--- config.mk ---
export PLATFORM = sky130hd
export DESIGN_NAME = peridot_board_romreader_flat
export DESIGN_NICKNAME = d
export VERILOG_FILES = /design/src/rtl/peridot_board_romreader_if.sv /design/src/rtl/peridot_board_romreader.sv /design/src/flat_wrapper.sv
export SDC_FILE = /design/constraint.sdc
export NUM_CORES = 1
export LEC_CHECK = 0
export ABC_AREA = 1
export BUFFER_PORTS_ARGS = -buffer_cell sky130_fd_sc_hd__buf_2
export CAP_MARGIN = 15
export CORE_ASPECT_RATIO = 1.75
export CORE_UTILIZATION = 35
export CTS_BUF_LIST = sky130_fd_sc_hd__clkbuf_16
export CTS_CLUSTER_SIZE = 20
export DETAILED_ROUTE_END_ITERATION = 8
export HOLD_SLACK_MARGIN = 0.1
export PLACE_DENSITY = 0.61
export SYNTH_ARGS = -nofsm -noshare
export SYNTH_HDL_FRONTEND = slang
export SYNTH_SLANG_ARGS = --single-unit
export TNS_END_PERCENT = 100
--- constraint.sdc ---
create_clock -name clk -period 3.2 [get_ports clk]
set_input_delay 0.64 -clock clk [delete_from_list [all_inputs] [get_ports clk]]
set_output_delay 0.64 -clock clk [all_outputs]
set_load 0.02 [all_outputs]
--- src/rtl/peridot_board_romreader_if.sv ---
// rtl/peridot_board_romreader_if.sv - ROM byte bus plus request/result signals of the PERIDOT board ROM reader.
// The reader is the master of the ROM byte bus; the host/ROM side uses the slave view.
interface peridot_board_romreader_if;
    logic        start;
    logic        rom_ready;
    logic [4:0]  byteaddr;
    logic [7:0]  bytedata;
    logic        busy;
    logic        done;
    logic        valid;
    logic [2:0]  errcode;
    logic [7:0]  version;
    logic [7:0]  gencode;
    logic [63:0] uid;

    modport master (
        input  start, rom_ready, bytedata,
        output byteaddr, busy, done, valid, errcode, version, gencode, uid
    );

    modport slave (
        output start, rom_ready, bytedata,
        input  byteaddr, busy, done, valid, errcode, version, gencode, uid
    );
endinterface

--- src/rtl/peridot_board_romreader.sv ---
// rtl/peridot_board_romreader.sv - Fetches and checks the 26-byte PERIDOT board record and parses its 64-bit UID.
// Optional macro PERIDOT_ROMREADER_LOWERCASE_EN: UID characters may also be lowercase 'a'..'f'.
module peridot_board_romreader #(
    parameter logic [7:0]  EXPECT_GENCODE = 8'h4e,
    parameter              GENCODE_CHECK  = "ENABLE",
    parameter int unsigned READ_LATENCY   = 0,
    parameter int unsigned READY_TIMEOUT  = 255
) (
    input  logic                       clk,
    input  logic                       reset,
    peridot_board_romreader_if.master  rom
);
    localparam bit          GEN_EN = (GENCODE_CHECK == "ENABLE");
    localparam logic [2:0]  LAT    = READ_LATENCY[2:0];
    localparam logic [15:0] TMO    = READY_TIMEOUT[15:0];

    localparam logic [2:0] ERR_OK      = 3'd0;
    localparam logic [2:0] ERR_TIMEOUT = 3'd1;
    localparam logic [2:0] ERR_MAGIC   = 3'd2;
    localparam logic [2:0] ERR_VERSION = 3'd3;
    localparam logic [2:0] ERR_GENCODE = 3'd4;
    localparam logic [2:0] ERR_HEX     = 3'd5;
    localparam logic [2:0] ERR_RDYLOST = 3'd6;

    typedef enum logic [1:0] {IDLE, WAITRDY, FETCH, DONE} state_t;

    state_t      state_q;
    logic [4:0]  byteaddr_q;
    logic [2:0]  hold_q;
    logic [15:0] tmo_q;
    logic [63:0] uid_sh_q;
    logic [7:0]  ver_sh_q;
    logic [7:0]  gen_sh_q;
    logic        busy_q;
    logic        done_q;
    logic        valid_q;
    logic [2:0]  errcode_q;
    logic [7:0]  version_q;
    logic [7:0]  gencode_q;
    logic [63:0] uid_q;

    logic [2:0]  chk_err_d;
    logic [3:0]  nib_d;
    logic [7:0]  b;

    assign b = rom.bytedata;

    // Verdict on the byte currently presented for byteaddr_q.
    always_comb begin
        chk_err_d = ERR_OK;
        nib_d     = 4'd0;
        case (byteaddr_q)
            5'd0, 5'd4: if (b != 8'h4a) chk_err_d = ERR_MAGIC;
            5'd1, 5'd5: if (b != 8'h37) chk_err_d = ERR_MAGIC;
            5'd2:       if (b != 8'h57) chk_err_d = ERR_MAGIC;
            5'd6:       if (b != 8'h32) chk_err_d = ERR_MAGIC;
            5'd8:       if (b != 8'h39) chk_err_d = ERR_MAGIC;
            5'd9:       if (b != 8'h33) chk_err_d = ERR_MAGIC;
            5'd3:       if (b != 8'h02) chk_err_d = ERR_VERSION;
            5'd7:       if (GEN_EN && (b != EXPECT_GENCODE)) chk_err_d = ERR_GENCODE;
            default: begin
                if (b >= 8'h30 && b <= 8'h39) begin
                    nib_d = b[3:0];
                end else if (b >= 8'h41 && b <= 8'h46) begin
                    nib_d = b[3:0] + 4'd9;
`ifdef PERIDOT_ROMREADER_LOWERCASE_EN
                end else if (b >= 8'h61 && b <= 8'h66) begin
                    nib_d = b[3:0] + 4'd9;
`endif
                end else begin
                    chk_err_d = ERR_HEX;
                end
            end
        endcase
    end

    always_ff @(posedge clk) begin
        if (reset) begin
            state_q    <= IDLE;
            byteaddr_q <= 5'd0;
            hold_q     <= 3'd0;
            tmo_q      <= 16'd0;
            uid_sh_q   <= 64'd0;
            ver_sh_q   <= 8'd0;
            gen_sh_q   <= 8'd0;
            busy_q     <= 1'b0;
            done_q     <= 1'b0;
            valid_q    <= 1'b0;
            errcode_q  <= ERR_OK;
            version_q  <= 8'd0;
            gencode_q  <= 8'd0;
            uid_q      <= 64'd0;
        end else begin
            done_q <= 1'b0;
            case (state_q)
                IDLE: begin
                    byteaddr_q <= 5'd0;
                    if (rom.start) begin
                        state_q  <= WAITRDY;
                        busy_q   <= 1'b1;
                        tmo_q    <= 16'd0;
                        hold_q   <= 3'd0;
                        uid_sh_q <= 64'd0;
                    end
                end
                WAITRDY: begin
                    if (rom.rom_ready) begin
                        state_q <= FETCH;
                        hold_q  <= 3'd0;
                    end else if (tmo_q == TMO - 16'd1) begin
                        state_q   <= DONE;
                        busy_q    <= 1'b0;
                        done_q    <= 1'b1;
                        valid_q   <= 1'b0;
                        errcode_q <= ERR_TIMEOUT;
                    end else begin
                        tmo_q <= tmo_q + 16'd1;
                    end
                end
                FETCH: begin
                    if (!rom.rom_ready || (hold_q == LAT && chk_err_d != ERR_OK)) begin
                        state_q   <= DONE;
                        busy_q    <= 1'b0;
                        done_q    <= 1'b1;
                        valid_q   <= 1'b0;
                        errcode_q <= rom.rom_ready ? chk_err_d : ERR_RDYLOST;
                    end else if (hold_q != LAT) begin
                        hold_q <= hold_q + 3'd1;
                    end else begin
                        if (byteaddr_q == 5'd3) ver_sh_q <= b;
                        if (byteaddr_q == 5'd7) gen_sh_q <= b;
                        if (byteaddr_q >= 5'd10) uid_sh_q <= {uid_sh_q[59:0], nib_d};
                        if (byteaddr_q == 5'd25) begin
                            state_q   <= DONE;
                            busy_q    <= 1'b0;
                            done_q    <= 1'b1;
                            valid_q   <= 1'b1;
                            errcode_q <= ERR_OK;
                            uid_q     <= {uid_sh_q[59:0], nib_d};
                            version_q <= ver_sh_q;
                            gencode_q <= gen_sh_q;
                        end else begin
                            byteaddr_q <= byteaddr_q + 5'd1;
                            hold_q     <= 3'd0;
                        end
                    end
                end
                DONE: begin
                    state_q    <= IDLE;
                    byteaddr_q <= 5'd0;
                end
                default: state_q <= IDLE;
            endcase
        end
    end

    assign rom.byteaddr = byteaddr_q;
    assign rom.busy     = busy_q;
    assign rom.done     = done_q;
    assign rom.valid    = valid_q;
    assign rom.errcode  = errcode_q;
    assign rom.version  = version_q;
    assign rom.gencode  = gencode_q;
    assign rom.uid      = uid_q;
endmodule

--- src/flat_wrapper.sv ---
// flat-port wrapper written by rule: the top's interface ports become plain ports
module peridot_board_romreader_flat 
#(
    parameter logic [7:0]  EXPECT_GENCODE = 8'h4e,
    parameter              GENCODE_CHECK  = "      ",
    parameter int unsigned READ_LATENCY   = 0,
    parameter int unsigned READY_TIMEOUT  = 255
)
  (clk, reset, rom_start, rom_rom_ready, rom_bytedata, rom_byteaddr, rom_busy, rom_done, rom_valid, rom_errcode, rom_version, rom_gencode, rom_uid);
  peridot_board_romreader_if rom_i ();
  input  logic clk;
  input  logic reset;
  input wire logic [$bits(rom_i.start)-1:0] rom_start;
  input wire logic [$bits(rom_i.rom_ready)-1:0] rom_rom_ready;
  input wire logic [$bits(rom_i.bytedata)-1:0] rom_bytedata;
  output wire logic [$bits(rom_i.byteaddr)-1:0] rom_byteaddr;
  output wire logic [$bits(rom_i.busy)-1:0] rom_busy;
  output wire logic [$bits(rom_i.done)-1:0] rom_done;
  output wire logic [$bits(rom_i.valid)-1:0] rom_valid;
  output wire logic [$bits(rom_i.errcode)-1:0] rom_errcode;
  output wire logic [$bits(rom_i.version)-1:0] rom_version;
  output wire logic [$bits(rom_i.gencode)-1:0] rom_gencode;
  output wire logic [$bits(rom_i.uid)-1:0] rom_uid;
  assign rom_i.start = rom_start;
  assign rom_i.rom_ready = rom_rom_ready;
  assign rom_i.bytedata = rom_bytedata;
  assign rom_byteaddr = rom_i.byteaddr;
  assign rom_busy = rom_i.busy;
  assign rom_done = rom_i.done;
  assign rom_valid = rom_i.valid;
  assign rom_errcode = rom_i.errcode;
  assign rom_version = rom_i.version;
  assign rom_gencode = rom_i.gencode;
  assign rom_uid = rom_i.uid;
  peridot_board_romreader #(.EXPECT_GENCODE(EXPECT_GENCODE), .GENCODE_CHECK(GENCODE_CHECK), .READ_LATENCY(READ_LATENCY), .READY_TIMEOUT(READY_TIMEOUT)) u_core (.clk(clk), .reset(reset), .rom(rom_i));
endmodule
Yosys cells after proc, flatten, opt, wreduce, memory -nomap -nowiden
Cells that the tools add are included.
Operators by class
  $add $sub $neg: 4
  $lt $le $gt $ge: 5
  equal/unequal tests: 34
  multiplexer cells: 63
  bitwise gates (word level): 2
  reduce and logical (&&, ||, !) cells: 29
Operators with widths (number)
  2-to-1 mux 60 bit: 4
  one-hot mux 60 bit (2 select lines): 1
  2-to-1 mux 16 bit: 3
  2-to-1 mux 3 bit: 13
  != test 8 x 6 -> 1 bit (second input constant): 4
  one-hot mux 16 bit (2 select lines): 1
  2-to-1 mux 2 bit: 13
  one-hot mux 3 bit (8 select lines): 1
  AND reduction 4 bit: 6
  == test 5 x 3 -> 1 bit (second input constant): 4
  adder 16 x 1 -> 16 bit (second input constant): 1
  == test 16 x 8 -> 1 bit (second input constant): 1
  != test 8 x 7 -> 1 bit (second input constant): 2
  2-to-1 mux 5 bit: 3
  AND reduction 5 bit: 3
  2-to-1 mux 1 bit: 14
  != test 2 bit (second input constant): 7
  2-to-1 mux 4 bit: 3
  == test 5 x 2 -> 1 bit (second input constant): 2
  == test 5 x 4 -> 1 bit (second input constant): 2
  one-hot mux 5 bit (2 select lines): 1
  OR reduction 10 bit: 1
  != test 3 x 2 -> 1 bit (second input constant): 3
  one-hot mux 3 bit (3 select lines): 1
  other kinds (30): 43
Word-level totals
  bits in registers: 188
  word-level logic and storage cells: 151

Longest topological paths before layout
  word-level depth: 10
  depth in mapped cells: 19

Worst setup path after synthesis
No wires, ideal clock.
  kind: input -> register
  start point: in rom_bytedata[1]
  end point: reg u_core.ver_sh_q[0]
  setup time: 113 ps
  arrival: 2211 ps
  setup slack: 876 ps
  cell stages on the path: 15
  path buffers: 1
  path through: inv_1 -> ha_1 -> inv_1 -> o211ai_1 -> nand2_1 -> o21ai_2 -> nand2_2 -> nand2_2 -> nand3_4 -> nor2_1 -> and3_1 -> buf_2 -> nand2_1 -> nand2_1 -> nor2_1
On the way
  word-level cells in the longest chain between the ends: 10
  elaborated cells between the ends (all ways): 28
  classes of those cells: order compare: 4; eq/ne: 7; mux: 10; bitwise: 1; reduce/logical: 6
RTL lines
  start: declaration: line flat_wrapper.sv:15  | input wire logic [$bits(rom_i.bytedata)-1:0] rom_bytedata;
  greater-or-equal comparator 8 x 7 -> 1 bit or <= comparator 8 x 7 -> 1 bit (tied branches): line peridot_board_romreader.sv:64  | end else if (b >= 8'h41 && b <= 8'h46) begin
  logical AND 1 bit: line peridot_board_romreader.sv:64
  2-to-1 mux 3 bit: line peridot_board_romreader.sv:64
  2-to-1 mux 3 bit: line peridot_board_romreader.sv:62  | if (b >= 8'h30 && b <= 8'h39) begin
  one-hot mux 3 bit (8 select lines) (*): line peridot_board_romreader.sv:52  | case (byteaddr_q)
  nonzero test 3 bit (*): line peridot_board_romreader.sv:121  | if (!rom.rom_ready || (hold_q == LAT && chk_err_d != ERR_OK)) begin
  logical AND 1 bit (*): line peridot_board_romreader.sv:121
  logical OR 1 bit (*): line peridot_board_romreader.sv:121
  NOT 1 bit (no source line) (*)
  AND reduction 4 bit (no source line) (*)
  end signal: assignment: line peridot_board_romreader.sv:84  | ver_sh_q <= 8'd0;
  end signal: assignment: line peridot_board_romreader.sv:130  | if (byteaddr_q == 5'd3) ver_sh_q <= b;
  end: declaration: line peridot_board_romreader.sv:32  | logic [7:0] ver_sh_q;
Every way passes the cells marked *; elsewhere a longest branch is shown, timed or not.
A chain may end at the register's enable or synchronous reset.

Worst setup path after layout
  start point: reg u_core.byteaddr_q[0], in the netlist u_core.rom.byteaddr[0]
  end point: reg u_core.uid_sh_q[9]
On the way
  word-level cells in the longest chain between the ends: 8
  elaborated cells between the ends (all ways): 20
  classes of those cells: order compare: 1; eq/ne: 11; mux: 1; reduce/logical: 7
RTL lines
  start: declaration: line peridot_board_romreader.sv:28  | logic [4:0] byteaddr_q;
  start signal: assignment: line peridot_board_romreader.sv:143  | byteaddr_q <= byteaddr_q + 5'd1;
  == test 5 x 1 -> 1 bit, or another cell as far along: line peridot_board_romreader.sv:52
  OR reduction 2 bit
  one-hot mux 3 bit (8 select lines): line peridot_board_romreader.sv:52
  nonzero test 3 bit: line peridot_board_romreader.sv:121
  logical AND 1 bit: line peridot_board_romreader.sv:121
  logical OR 1 bit: line peridot_board_romreader.sv:121
  != test 2 bit (no source line)
  AND reduction 5 bit (no source line) (*)
  end signal: assignment: line peridot_board_romreader.sv:132  | if (byteaddr_q >= 5'd10) uid_sh_q <= {uid_sh_q[59:0], nib_d};
  end: declaration: line peridot_board_romreader.sv:31  | logic [63:0] uid_sh_q;
Marked as above.

==> results.py <==
metrics = {
    "setup_path": {
        "reg2reg_depth": 17,
        "crit_fanout": 32,
        "crit_slowest_cell": "dfxtp_1",
        "crit_chain": "inv_1, ha_1, inv_1, nor2_2, nand2_2, nand2_1, nand2_1, nand2_1, nor2_1, nand3_1, nand2_1, nand3_4, nand3_4, nand2_2, buf_12, nand2_1, a21oi_1",
        "reg2reg_to": "u_core.uid_sh_q[9]",
        "arrival_ps": 3060,
        "startpoint": "u_core.rom.byteaddr[0]",
        "r2r_start": "u_core.rom.byteaddr[0]",
        "crit_family": "simple AND/OR/NAND/NOR gates",
        "worst_setup_path_start_kind": "register",
        "cp.required_ps": 3490,
        "crit_cells": 17,
        "worst-setup-path-type": "reg2reg",
        "rrSetupSlack_ps": 430,
        "cpMostUsedCell": "nand2_1",
        "cp_num_buf_inv": 3,
        "cp-end-kind": "register",
        "critPathCapture": "u_core.uid_sh_q[9]",
        "slowest_delay_ps": 420,
    },
    "clocking": {
        "postCtsSetupBuffers": 0,
        "cts_root_buffer": "clkbuf_16",
        "cts_resized": 0,
        "hold_buffers": 0,
        "cts_buffer_depth": 2,
        "clock-sinks": 188,
        "cts.clk_slew.worst_paths_ps": 70,
        "h-tree-depth": 4,
        "cts_buffers": 17,
        "cts_tree": "done",
        "insertion_delay_ps": 440,
    },
    "routing": {
        "firstDrtPassIters": 4,
        "dr_total_vias": 7155,
        "routedWlPerCell_um": 13.8,
        "route.antenna.remaining_nets": 0,
        "via_per_inst": 4.95,
        "drc": 0,
        "totalWireLength_um": 19900,
        "initialDrtViolationCount": 390,
    },
    "floorplanning": {
        "io_pins": 103,
        "dieArea_mm2": 0.0234,
        "die_h_um": 202,
        "rows": 72,
        "start_util_pct": 35.8,
        "die_w_um": 116,
        "core_area_mm2": 0.0223,
    },
    "logic_synthesis": {
        "synth_area_mm2": 0.00797,
        "synth_area_leaders": "dfxtp_1 (47%), nor2_1 (10%), nand2_1 (7.2%)",
        "synth_top_area_share_pct": 47.2,
        "ys_warn_count": 0,
        "yosysUniqueCellTypes": 41,
        "async_reset_ff_share_pct": 0,
        "synthTopCellsByCount": "nor2_1 (215), dfxtp_1 (188), nand2_1 (153), nand3_1 (90), a21oi_1 (88)",
        "syn_nets": 1094,
        "synthCells": 1066,
        "synth_top_area_cell": "dfxtp_1",
        "ys_seq_area_share_pct": 47.2,
        "synth_edf_count": 0,
        "yosysMostFrequentCell": "nor2_1",
        "avgSynthCellArea_um2": 7.48,
        "ys_ff_latch": 188,
        "yosys_most_used_dff": "dfxtp_1",
    },
    "timing": {
        "worst_pin_slew_ps": 845,
        "finalCriticalPeriod_ps": 2770,
        "slew_viol_final": 0,
        "clock_skew_ps": 13.9,
        "period_share_pct": 86.7,
        "max_freq_ghz": 0.360,
        "finalSetupTns_ps": 0,
        "hold_violations": 0,
        "rsz0062_at_grt": "false",
        "slew_headroom_pct": 43.7,
        "setup_viol": 0,
        "setup_ws_ps": 426,
    },
    "grt": {
        "met3_usage_pct": 3.01,
        "gr-total-overflow": 0,
        "grt_max_degree": 79,
        "grtUsageMet2_pct": 32.5,
        "globalRouteTotalUtil_pct": 17.8,
        "use_met1_pct": 19.6,
        "grt_antenna_before_repair": 0,
        "top_usage_layer": "met2",
        "grt_pass1_vias": 6841,
        "grt_pass1_wl_um": 33100,
    },
    "pwr": {
        "powerDensity_mw_per_mm2": 686,
        "leakage_uw": 0.00409,
        "ir_drop_mv": 0.507,
        "power.total_uw": 6360,
    },
    "finish": {
        "utilization_pct": 41.7,
        "antenna_cells": 0,
        "post-route-cell-area_mm2": 0.00928,
        "drive_gt1_share_pct": 14.8,
        "nets": 1163,
        "syn2layout_area_growth_pct": 16.4,
    },
    "worst_hold_path": {
        "hold_depth": 2,
        "hold_path.class": "reg2reg",
        "hold_start": "u_core.ver_sh_q[3]",
    },
    "placed_design": {
        "io_buffer_count": 102,
        "place_area_mm2": 0.00869,
        "dp_slack_ps": 254,
        "place_congestion": 0.881,
        "dp_hpwl_um": 13300,
    },
    "job": {
        "max_cap_viol_count": 0,
    },
    "outcome": {
        "status": "finished, final reports clean",
    },
}
## layout make-up
class,count,area [um2]
repair buffers,113,668
multi-input cells,749,3640
inverters,66,248
clock inverters,15,166
clock buffers,17,425
fillers,2363,13000
flip-flops and latches,188,3760
well taps,296,370
## worst min-delay path by stage
stage | endpoint | slack, ps
after global routing | u_core.ver_sh_q[4] | 460
after detailed placement | u_core.ver_sh_q[3] | 440
after floorplan | u_core.ver_sh_q[2] | 420
final | u_core.ver_sh_q[3] | 440
after global placement | u_core.ver_sh_q[6] | 430
after CTS | u_core.ver_sh_q[3] | 450
## worst reg2reg max path: cells and delay by family (launching register included)
kind                       cells  cell delay [ps]
adders and majority gates      1              210
and+or+nand+nor               12             1450
AOI/OAI and AO/OA              1               60
buffers and inverters          3              490
DFF                            1              420
## power breakdown
part | switching (uW) | internal (uW)
clock | 1060 | 1050
sequential | 53.4 | 2410
combinational | 1300 | 491
total | 2410 | 3950
## cell families (layout without fill, tap and decap cells)
kind of cell / after synthesis / count (layout) / share of synthesized area [%]
AOI/OAI and AO/OA: 203 / 203 / 13.4
and+or+nand+nor: 517 / 517 / 28.2
xor gates and xnor gates: 12 / 12 / 1.32
adders and majority gates: 16 / 16 / 2.51
DFF: 188 / 188 / 47.2
buffers and inverters: 129 / 211 / 7.31
muxes: 1 / 1 / 0.126
## registers in the layout, indices dropped and copies added, names as in the netlist
name                 cells
u_core.rom.uid          64
u_core.uid_sh_q         60
u_core.tmo_q            16
u_core.gen_sh_q          8
u_core.rom.gencode       8
u_core.rom.version       8
u_core.ver_sh_q          8
u_core.rom.byteaddr      5
u_core.hold_q            3
u_core.rom.errcode       3
u_core.state_q           2
u_core.rom.busy          1
u_core.rom.done          1
u_core.rom.valid         1
## cells in the final DEF (no fill, tap or decap), drive strengths merged, types with 6 or more instances in the layout
master | synthesis | final
nor2 | 219 | 219
dfxtp | 188 | 188
nand2 | 159 | 159
buf | 35 | 113
o21ai | 101 | 101
nand3 | 95 | 95
a21oi | 89 | 89
inv | 66 | 74
clkbuf | 28 | 17
nor3 | 16 | 16
ha | 16 | 16
nand4 | 15 | 15
xor2 | 10 | 10
nor4 | 6 | 6
clkinv | 0 | 6
## routing by layer
metal	part of all wire, %	routed length (um)	up-vias
met5	0	0	-
met4	2.7	533	0
met3	2.8	553	35
met2	54	10700	135
met1	41	8160	3348
li1	-	-	3637
## metrics by stage
step / hold WS [ps] / std cells
after floorplan: 424 / 1066
after global placement: 434 / 1412
after detailed placement: 439 / 1412
after CTS: 449 / 1444
after global routing: 462 / 1444
final: 443 / 1444
(Power assumes the default switching activity.)
